## src/rtl/alu_pkg.sv

```systemverilog
// ----------------------------------------------------------------------------
// alu_pkg
//   Shared types and constants for the ALU blocks.
//   - XLEN      : datapath width (32 only)
//   - MUL_ITER  : number of shift-and-add iterations in the multiplier
//   - CNT_W     : iteration counter width (2**CNT_W > XLEN)
//   - mul_op_e  : RV32M multiply variant, encoded as funct3[1:0]
//   - mul_state_e : sequential multiplier FSM states
// ----------------------------------------------------------------------------
package alu_pkg;

    localparam int XLEN     = 32;
    localparam int MUL_ITER = 32;
    localparam int CNT_W    = 6;

    typedef enum logic [1:0] {
        OP_MUL    = 2'b00,
        OP_MULH   = 2'b01,
        OP_MULHSU = 2'b10,
        OP_MULHU  = 2'b11
    } mul_op_e;

    typedef enum logic [2:0] {
        ST_IDLE   = 3'd0,
        ST_ABS    = 3'd1,
        ST_MUL    = 3'd2,
        ST_FIX_LO = 3'd3,
        ST_FIX_HI = 3'd4,
        ST_DONE   = 3'd5
    } mul_state_e;

endpackage

```

## src/rtl/alu_carry_lookahead_adder.sv

```systemverilog
// ----------------------------------------------------------------------------
// alu_carry_lookahead_adder
//   Combinational WIDTH-bit adder built from 4-bit carry-lookahead groups,
//   with group carries chained between groups. No carry-out is exported:
//   users that need it reconstruct it from the operand and sum MSBs.
//   Ports:
//     a, b  in  WIDTH  addends
//     cin   in  1      carry into bit 0
//     sum   out WIDTH  a + b + cin (modulo 2**WIDTH)
// ----------------------------------------------------------------------------
module alu_carry_lookahead_adder #(
    parameter int WIDTH = 32
) (
    input  logic [WIDTH-1:0] a,
    input  logic [WIDTH-1:0] b,
    input  logic             cin,
    output logic [WIDTH-1:0] sum
);

    logic [WIDTH-1:0] g;
    logic [WIDTH-1:0] p;
    logic [WIDTH-1:0] c;

    assign g    = a & b;
    assign p    = a ^ b;
    assign c[0] = cin;

    for (genvar k = 0; k < WIDTH / 4; k++) begin : g_grp
        localparam int B = 4 * k;
        assign c[B+1] = g[B] | (p[B] & c[B]);
        assign c[B+2] = g[B+1] | (p[B+1] & g[B]) | (p[B+1] & p[B] & c[B]);
        assign c[B+3] = g[B+2] | (p[B+2] & g[B+1]) | (p[B+2] & p[B+1] & g[B])
                      | (p[B+2] & p[B+1] & p[B] & c[B]);
        // Carry into the next group; the top group's carry-out is not needed.
        if (k < WIDTH / 4 - 1) begin : g_next
            assign c[B+4] = g[B+3] | (p[B+3] & g[B+2]) | (p[B+3] & p[B+2] & g[B+1])
                          | (p[B+3] & p[B+2] & p[B+1] & g[B])
                          | (p[B+3] & p[B+2] & p[B+1] & p[B] & c[B]);
        end
    end

    assign sum = p ^ c;

endmodule

```

## src/rtl/alu_seq_multiplier.sv

```systemverilog
// ----------------------------------------------------------------------------
// alu_seq_multiplier
//   Iterative radix-2 shift-and-add multiplier for RV32M MUL/MULH/MULHSU/MULHU.
//   One shared alu_carry_lookahead_adder does every addition: the 32 MUL
//   iterations and the two-cycle 64-bit negation of the product.
//   Fixed latency: o_valid is high in the cycle after the 35th rising edge
//   counted from the accepting edge.
//
//   Handshake: a request is accepted on a rising edge where
//   i_valid && o_ready && !i_flush. o_ready is high only in IDLE, so i_valid
//   is ignored while an operation is in flight. o_valid is a one-cycle
//   strobe; o_result holds until the next result or reset. i_flush in any
//   non-IDLE state aborts to IDLE without a result.
//
//   Ports:
//     i_clk, i_rst_n   clock, asynchronous active-low reset
//     i_valid/o_ready  request handshake
//     i_op             00 MUL, 01 MULH, 10 MULHSU, 11 MULHU
//     i_rs1, i_rs2     multiplicand, multiplier
//     i_flush          abort
//     o_valid/o_result result strobe and value
//     o_busy           operation in flight
//     o_state          FSM state (debug visibility)
//
//   Optional build macro ALU_MUL_ZERO_BYPASS_EN: a zero operand at accept
//   skips straight to DONE with result 0, one edge after accept.
// ----------------------------------------------------------------------------
module alu_seq_multiplier
    import alu_pkg::*;
(
    input  logic            i_clk,
    input  logic            i_rst_n,
    input  logic            i_valid,
    output logic            o_ready,
    input  logic [1:0]      i_op,
    input  logic [XLEN-1:0] i_rs1,
    input  logic [XLEN-1:0] i_rs2,
    input  logic            i_flush,
    output logic            o_valid,
    output logic [XLEN-1:0] o_result,
    output logic            o_busy,
    output logic [2:0]      o_state
);

    mul_state_e       state;
    mul_op_e          op;
    logic [XLEN-1:0]  mcand;      // raw rs1 until ABS, then |rs1|
    logic [XLEN-1:0]  acc_hi;
    logic [XLEN-1:0]  acc_lo;     // raw rs2 until ABS, then the shifting multiplier
    logic [CNT_W-1:0] cnt;
    logic             neg;
    logic             fix_carry;  // carry from ~lo+1 into the high word

    logic             s1_neg;
    logic             s2_neg;
    logic [XLEN-1:0]  add_a;
    logic [XLEN-1:0]  add_b;
    logic             add_cin;
    logic [XLEN-1:0]  add_sum;
    logic             add_carry;

    // Sign of each operand, counted only when that operand is signed for op.
    assign s1_neg = mcand[XLEN-1]  & ((op == OP_MULH) || (op == OP_MULHSU));
    assign s2_neg = acc_lo[XLEN-1] & (op == OP_MULH);

    always_comb begin
        add_a   = acc_hi;
        add_b   = acc_lo[0] ? mcand : '0;
        add_cin = 1'b0;
        case (state)
            ST_FIX_LO: begin
                add_a   = ~acc_lo;
                add_b   = '0;
                add_cin = 1'b1;
            end
            ST_FIX_HI: begin
                add_a   = ~acc_hi;
                add_b   = '0;
                add_cin = fix_carry;
            end
            default: ;
        endcase
    end

    alu_carry_lookahead_adder #(.WIDTH(XLEN)) u_adder (
        .a   (add_a),
        .b   (add_b),
        .cin (add_cin),
        .sum (add_sum)
    );

    // Carry-out recovered from MSBs: both set, or exactly one set and the
    // sum MSB cleared by a carry rippling through it.
    assign add_carry = (add_a[XLEN-1] & add_b[XLEN-1])
                     | ((add_a[XLEN-1] ^ add_b[XLEN-1]) & ~add_sum[XLEN-1]);

    assign o_state = state;

    always_ff @(posedge i_clk or negedge i_rst_n) begin
        if (!i_rst_n) begin
            state     <= ST_IDLE;
            op        <= OP_MUL;
            mcand     <= '0;
            acc_hi    <= '0;
            acc_lo    <= '0;
            cnt       <= '0;
            neg       <= 1'b0;
            fix_carry <= 1'b0;
            o_ready   <= 1'b1;
            o_valid   <= 1'b0;
            o_busy    <= 1'b0;
            o_result  <= '0;
        end else begin
            o_valid <= 1'b0;
            if (i_flush && state != ST_IDLE) begin
                state   <= ST_IDLE;
                o_ready <= 1'b1;
                o_busy  <= 1'b0;
            end else begin
                case (state)
                    ST_IDLE: begin
                        if (i_valid && !i_flush) begin
                            op      <= mul_op_e'(i_op);
                            mcand   <= i_rs1;
                            acc_lo  <= i_rs2;
                            acc_hi  <= '0;
                            o_ready <= 1'b0;
                            o_busy  <= 1'b1;
`ifdef ALU_MUL_ZERO_BYPASS_EN
                            if (i_rs1 == '0 || i_rs2 == '0) begin
                                state    <= ST_DONE;
                                o_valid  <= 1'b1;
                                o_result <= '0;
                            end else begin
                                state <= ST_ABS;
                            end
`else
                            state <= ST_ABS;
`endif
                        end
                    end
                    ST_ABS: begin
                        mcand  <= s1_neg ? (~mcand + 1'b1) : mcand;
                        acc_lo <= s2_neg ? (~acc_lo + 1'b1) : acc_lo;
                        acc_hi <= '0;
                        neg    <= s1_neg ^ s2_neg;
                        cnt    <= '0;
                        state  <= ST_MUL;
                    end
                    ST_MUL: begin
                        // {acc_hi,acc_lo} <= {carry,sum,acc_lo} >> 1
                        acc_hi <= {add_carry, add_sum[XLEN-1:1]};
                        acc_lo <= {add_sum[0], acc_lo[XLEN-1:1]};
                        cnt    <= cnt + 1'b1;
                        if (cnt == CNT_W'(MUL_ITER - 1)) begin
                            state <= ST_FIX_LO;
                        end
                    end
                    ST_FIX_LO: begin
                        if (neg) begin
                            acc_lo    <= add_sum;
                            fix_carry <= add_carry;
                        end
                        state <= ST_FIX_HI;
                    end
                    ST_FIX_HI: begin
                        if (neg) begin
                            acc_hi <= add_sum;
                        end
                        // acc_lo is already final; the high word is this cycle's sum when negating.
                        if (op == OP_MUL) begin
                            o_result <= acc_lo;
                        end else begin
                            o_result <= neg ? add_sum : acc_hi;
                        end
                        o_valid <= 1'b1;
                        state   <= ST_DONE;
                    end
                    ST_DONE: begin
                        state   <= ST_IDLE;
                        o_ready <= 1'b1;
                        o_busy  <= 1'b0;
                    end
                    default: begin
                        state   <= ST_IDLE;
                        o_ready <= 1'b1;
                        o_busy  <= 1'b0;
                    end
                endcase
            end
        end
    end

endmodule

```

## config.mk

```make
export PLATFORM = sky130hd
export DESIGN_NAME = alu_seq_multiplier
export DESIGN_NICKNAME = d
export VERILOG_FILES = /design/src/rtl/alu_pkg.sv /design/src/rtl/alu_carry_lookahead_adder.sv /design/src/rtl/alu_seq_multiplier.sv
export SDC_FILE = /design/constraint.sdc
export NUM_CORES = 1
export LEC_CHECK = 0
export ABC_CLOCK_PERIOD_IN_PS = 10250
export CAP_MARGIN = 20
export CORE_MARGIN = 1.5
export CORE_UTILIZATION = 65
export DETAILED_ROUTE_END_ITERATION = 7
export DONT_BUFFER_PORTS = 1
export GPL_TIMING_DRIVEN = 0
export PLACE_DENSITY_LB_ADDON = 0.3
export SLEW_MARGIN = 10
export SYNTH_ARGS = -nofsm -noshare
export SYNTH_HDL_FRONTEND = slang
export SYNTH_SLANG_ARGS = --single-unit
```

## constraint.sdc

```tcl
create_clock -name i_clk -period 10.25 [get_ports i_clk]
set_input_delay 1.5375 -clock i_clk [delete_from_list [all_inputs] [get_ports i_clk]]
set_output_delay 1.5375 -clock i_clk [all_outputs]
set_load 0.005 [all_outputs]
```

==> impl_metrics.yaml, run 1 <==
worst_setup_path:
  required_ps: 10540
  crit_chain: "clkbuf_1 -> clkbuf_1 -> nor2_1 -> nand2_1 -> clkbuf_1 -> o22ai_1 -> a21o_1 -> ha_1 -> clkbuf_1 -> nand4_1 -> nor4_1 -> o211ai_1 -> a31oi_1 -> o211ai_1 -> a31oi_1 -> a21o_1 -> fa_1 -> mux2i_1 -> nor2_1 -> a21oi_1 -> o21ai_0"
  crit_fanout: 10
  endpoint: "o_result[31]"
  crit_slowest_cell: "a31oi_1"
  timing.rr.start: "o_state[1]"
  ff2ff_setup_slack_ps: 3370
  endpoint_kind: "flip-flop"
  startpoint_type: "flip-flop"
  ff2ff_path_depth: 21
  worstPathArrival_ps: 7170
  path_common_cell: "clkbuf_1"
  crit_start: "o_state[1]"
  critPathMaxStageDelay_ps: 600
  r2r-end: "o_result[31]"
  crit_type: "flip-flop to flip-flop"
timing:
  setup-tns-final_ps: 0
  fin_crit_ps: 6880
  tightest_slew_ps: 949
  final_max_slew_viol_count: 0
  fin_worst_skew_ps: 9.57
  max_slew_margin_pct: 36.3
  fmax_mhz: 145
  rsz0062_at_grt: "false"
  final-hold-violation-count: 0
  setup_violations: 0
  fin_crit_sh_pct: 67.1
synthesis:
  synth-seq-area-share_pct: 33.3
  synth_xor_area_share_pct: 3.40
  synth_top_family_by_area: "compound AO/OA/AOI/OAI gates"
  yosys_warnings: 0
  ys_types: 71
  synthFlopType: "dfrtp_1"
  synth_cells: 1360
  synthSimpleGateAreaFrac_pct: 20.8
  synth_fa_ha_area_share_pct: 5.83
  netlist_area_um2: 10800
  synth_compound_area_share_pct: 28.0
  avgSynthCellArea_um2: 7.96
  synthMuxAreaShare_pct: 4.15
  ys_ff_latch: 144
  synth_edf_count: 0
  synth.net_count: 1475
  async_reset_ff_share_pct: 100
cts:
  worstSkewPairLatency_ps: 440
  cts_setup_buffers: 0
  cts_hold_buffers: 0
  cts_max_level: 4
  tritoncts: "done"
  cts-root-buf: "clkbuf_16"
  clockBufferDepth: 2
  numClockSinks: 144
  clkTransAtPathRegs_ps: 70
  ctsResizeCount: 0
  numCtsBuffers: 17
global_route:
  grt_use_total_pct: 48.5
  use_met1_pct: 63.5
  grt_max_degree: 145
  grtUsageMet3_pct: 13.7
  gr-total-overflow: 0
  met2_usage_pct: 72.0
  grt_pass1_vias: 10834
  antenna_found_initial: 1
  grt_pass1_wl_um: 64300
  top_usage_layer: "met2"
cells_and_area:
  nNetsFinal: 1495
  fillers: 1259
  final_util_pct: 72.8
  syn_to_final_growth_pct: 7.96
  final_cells: 1609
  final_area_um2: 11700
  drive_gt1_share_pct: 4.88
  insertedDiodeCount: 0
route:
  wl_per_cell_um: 26.3
  antenna_left: 0
  routed_wl_um: 42300
  vias: 11850
  firstDrtPassIters: 8
  drcViolationCount: 0
  drt-vias-per-instance: 7.36
  drt_first_iter_violations: 1879
power:
  vdd_drop_max_mv: 0.159
  leakage_nw: 5.09
  cellPowerDensity_nw_per_um2: 247
placed_design:
  place_congestion: 1.02
  placed_area_um2: 11100
  dp.cells: 1576
  portBuffers: 0
  dpl.hpwl_um: 30900
floorplanning:
  ios: 108
  die_area_um2: 17400
  die-height_um: 132
  placementRows: 46
  start_util_pct: 67.4
  die_w_um: 132
  core_um2: 16100
job:
  cap_violations: 0
status:
  status: "completed"
hold_path:
  hp-class: "flip-flop to flip-flop"
where the power goes:
group	leakage (nW)	switching (mW)	internal [mW]
logic	3.00	0.867	0.427
registers	1.82	0.236	0.728
clock network	0.273	0.281	0.346
per-stage QoR:
stage	power, mW	hold WS, ps	worst slack, ps
floorplan	1.71	463	5500
finish	2.88	513	3370
detailed placement	2.16	497	3760
global route	2.98	526	3200
CTS	2.79	515	3680
global placement	2.13	484	3770
registers in the layout (all words and copies together) (netlist names):
name and cells:
cnt 6, o_valid 1, mcand 32, acc_lo 32
o_state 3, o_ready 1, acc_hi 32, neg 1
op 2, fix_carry 1, o_result 32, o_busy 1
cell type report:
| cell class | instances | area, um^2 | share of cell area [%] |
|---|---|---|---|
| flip-flops and latches | 144 | 3600 | 30.9 |
| multi-input cells | 1090 | 6740 | 57.7 |
| repair buffers | 1 | 5.00 | 0.0428 |
| clock buffers | 19 | 443 | 3.79 |
| well taps | 216 | 270 | 2.31 |
| clock inverters | 13 | 130 | 1.11 |
| inverters | 24 | 90.1 | 0.771 |
| plain buffers | 102 | 399 | 3.42 |
layout by cell type, fill, tap and decap left out, types with 36 or more instances in the layout:
master,n
a21o_1,40
a21oi_1,117
and3_1,37
clkbuf_1,95
dfrtp_1,143
ha_1,36
nand2_1,135
nor2_1,145
nor3_1,37
o21ai_0,149
o22ai_1,49
worst min-delay path by stage:
stage,slack [ps],start,to,cells after the start
final,510,o_result[2],o_result[2],2
after global routing,530,o_result[12],o_result[12],2
after CTS,520,o_result[19],o_result[19],2
after detailed placement,500,o_result[11],o_result[11],2
after global placement,480,o_result[19],o_result[19],2
after floorplan,460,o_result[19],o_result[19],2
critical path: cells and delay by family, from the launching register on:
kind / cells / cell delay [ps]
and+or+nand+nor: 5 / 1300
buffers and inverters: 4 / 1660
AOI/OAI and AO/OA: 9 / 2400
DFF: 1 / 370
muxes: 1 / 220
adders and majority gates: 2 / 760
logic make-up after synthesis:
group | count (synthesis)
buf+inv | 126
mux | 43
simple gates | 468
flops | 144
xor+xnor | 42
fa+ha+maj | 45
compound gates | 492
cell usage after synthesis (16+ instances only):
library cell / number / share of area [%]
a21oi_1: 117 / 5.4
nand3_1: 17 / 0.79
clkbuf_1: 94 / 3.3
or3_1: 16 / 0.92
xor2_1: 23 / 1.9
nand2_1: 135 / 4.7
mux2i_1: 28 / 2.6
xnor2_1: 19 / 1.5
nor2_1: 145 / 5.0
o22ai_1: 49 / 2.8
a31oi_1: 20 / 1.2
o21ai_0: 149 / 6.9
ha_1: 36 / 4.2
nor3_1: 37 / 1.7
a22oi_1: 22 / 1.5
inv_1: 23 / 0.80
and3_1: 37 / 2.1
a21o_1: 40 / 2.8
dfrtp_1: 143 / 33
layer usage:
layer  part of all wire [%]  up-vias
li1                       -     5042
met1                     36     5512
met2                     42     1058
met3                     15      234
met4                    7.0        4
met5                  0.087        -
No activity file was read; power rests on OpenSTA's default activity.
==> run 2: changes to the inputs <==
ABC_CLOCK_PERIOD_IN_PS = 6350   (was 10250)
clock period = 6.35 ns   (was 10.25 ns; I/O delays follow)
==> run 2 against run 1 <==
The run now ends with design-rule violations left; critical endpoint unchanged; fmax increased by 14%; utilization increased by 0.086 points; wire length increased by 0.20%; first-iteration DRC count increased by 1.7%.
==> impl_metrics.yaml, run 2 (synthesized netlist as in run 1, its figures left out) <==
worst_setup_path:
  endpoint_kind: "flip-flop"
  worstPathArrival_ps: 6330
  ff2ff_setup_slack_ps: 320
  crit_type: "flip-flop to flip-flop"
  crit_fanout: 10
  timing.rr.start: "o_state[2]"
  r2r-end: "o_result[31]"
  startpoint_type: "flip-flop"
  ff2ff_path_depth: 19
  endpoint: "o_result[31]"
  crit_start: "o_state[2]"
  required_ps: 6650
route:
  drt_first_iter_violations: 1911
  routed_wl_um: 42400
  drcViolationCount: 5
  vias: 11870
  firstDrtPassIters: 8
  drt-vias-per-instance: 7.38
  wl_per_cell_um: 26.4
  antenna_left: 0
cells_and_area:
  syn_to_final_growth_pct: 8.08
  drive_gt1_share_pct: 5.39
  insertedDiodeCount: 0
  final_cell_mix: "o21ai_0, nor2_1, dfrtp_1"
  layout_commonest_cell: "o21ai_0"
  final_util_pct: 72.8
  nNetsFinal: 1494
cts:
  clkTransAtPathRegs_ps: 70
  tritoncts: "done"
  cts_max_level: 4
  clockBufferDepth: 2
  cts_setup_buffers: 0
  numCtsBuffers: 17
  worstSkewPairLatency_ps: 440
  numClockSinks: 144
  cts-root-buf: "clkbuf_16"
  cts_hold_buffers: 0
power:
  vdd_drop_max_mv: 0.259
  total_power_mw: 4.66
  leakage_nw: 5.11
  cellPowerDensity_nw_per_um2: 398
floorplanning:
  core_um2: 16100
  placementRows: 46
  die_area_um2: 17400
  ios: 108
  start_util_pct: 67.4
  die_w_um: 132
  die-height_um: 132
timing:
  max_slew_margin_pct: 39.5
  fin_crit_sh_pct: 95.0
  finalWorstSetupSlack_ps: 318
  fmax_mhz: 166
  rsz0062_at_grt: "false"
  tightest_slew_ps: 905
  setup_violations: 0
  final-hold-violation-count: 0
  final_max_slew_viol_count: 0
  fin_crit_ps: 6030
  fin_worst_skew_ps: 12.6
placed_design:
  portBuffers: 0
  dp_slack_ps: -140
  place_congestion: 1.02
  dpl.hpwl_um: 30900
global_route:
  grt_use_total_pct: 48.5
  gr-total-overflow: 0
  grt_pass1_wl_um: 64200
  grt_max_degree: 145
  grt_pass1_vias: 10851
  antenna_found_initial: 0
hold_path:
  hp-class: "input port to asynchronous set/reset pin"
job:
  cap_violations: 0
status:
  violations: "design-rule violations"
  status: "finished with violations"
-- run 2: cell type report --
| cell class | count | area [um^2] |
|---|---|---|
| Sequential cell | 144 | 3600 |
| Tap cell | 216 | 270 |
| Timing Repair Buffer | 1 | 7.51 |
| Buffer | 101 | 402 |
| Clock inverter | 13 | 130 |
| Fill cell | 1264 | 4360 |
| Inverter | 24 | 90.1 |
| Clock buffer | 19 | 443 |
| Multi-Input combinational cell | 1090 | 6750 |
-- run 2: where the power goes --
group          switching, mW  total (mW)  internal, mW
sequential             0.381        1.56          1.18
combinational           1.39        2.08         0.690
clock                  0.463        1.02         0.558
total                   2.24        4.66          2.42
-- run 2: per-stage QoR --
step	hold slack [ps]	instances	instance area [um^2]	setup TNS (ps)
after floorplan	463	1360	10800	0
after global placement	484	1576	11100	-193
after detailed placement	497	1576	11100	-209
after CTS	194	1608	11700	0
after global routing	196	1608	11700	0
final	199	1608	11700	0
-- run 2: worst min path at each step --
stage | start | endpoint | slack (ps)
2_1_floorplan | o_result[19] | o_result[19] | 460
3_3_place_gp | o_result[19] | o_result[19] | 480
3_5_place_dp | o_result[11] | o_result[11] | 500
4_1_cts | i_rst_n | acc_lo[17] | 190
5_1_grt | i_rst_n | acc_lo[20] | 200
6_report | i_rst_n | acc_lo[17] | 200
-- run 2: layer usage --
metal	wire length (um)	part of all wire [%]	global-route usage, %
met3	6230	15	12.4
met1	15300	36	63.9
met5	0	0	0
met4	3020	7.1	29.1
met2	17900	42	71.8
-- run 2: timing repair --
action	CTS	global route
endpoints found under the setup margin	3	3
resized for setup	2	9
endpoints found under the hold margin	0	0
-- run 2: worst max-delay path: stages (launching register included) --
cell and delay (ps):
dfrtp_1 370, clkbuf_1 380, nor3b_1 600, nor2_2 210, clkbuf_1 340, a21o_1 290
ha_1 280, clkbuf_1 270, nand4_1 170, nor4_1 410, o211ai_1 280, a31oi_1 450
o211ai_1 190, a31oi_2 430, a21o_1 190, fa_1 480, mux2i_1 210, nor2_1 80
a21oi_1 170, o21ai_0 90
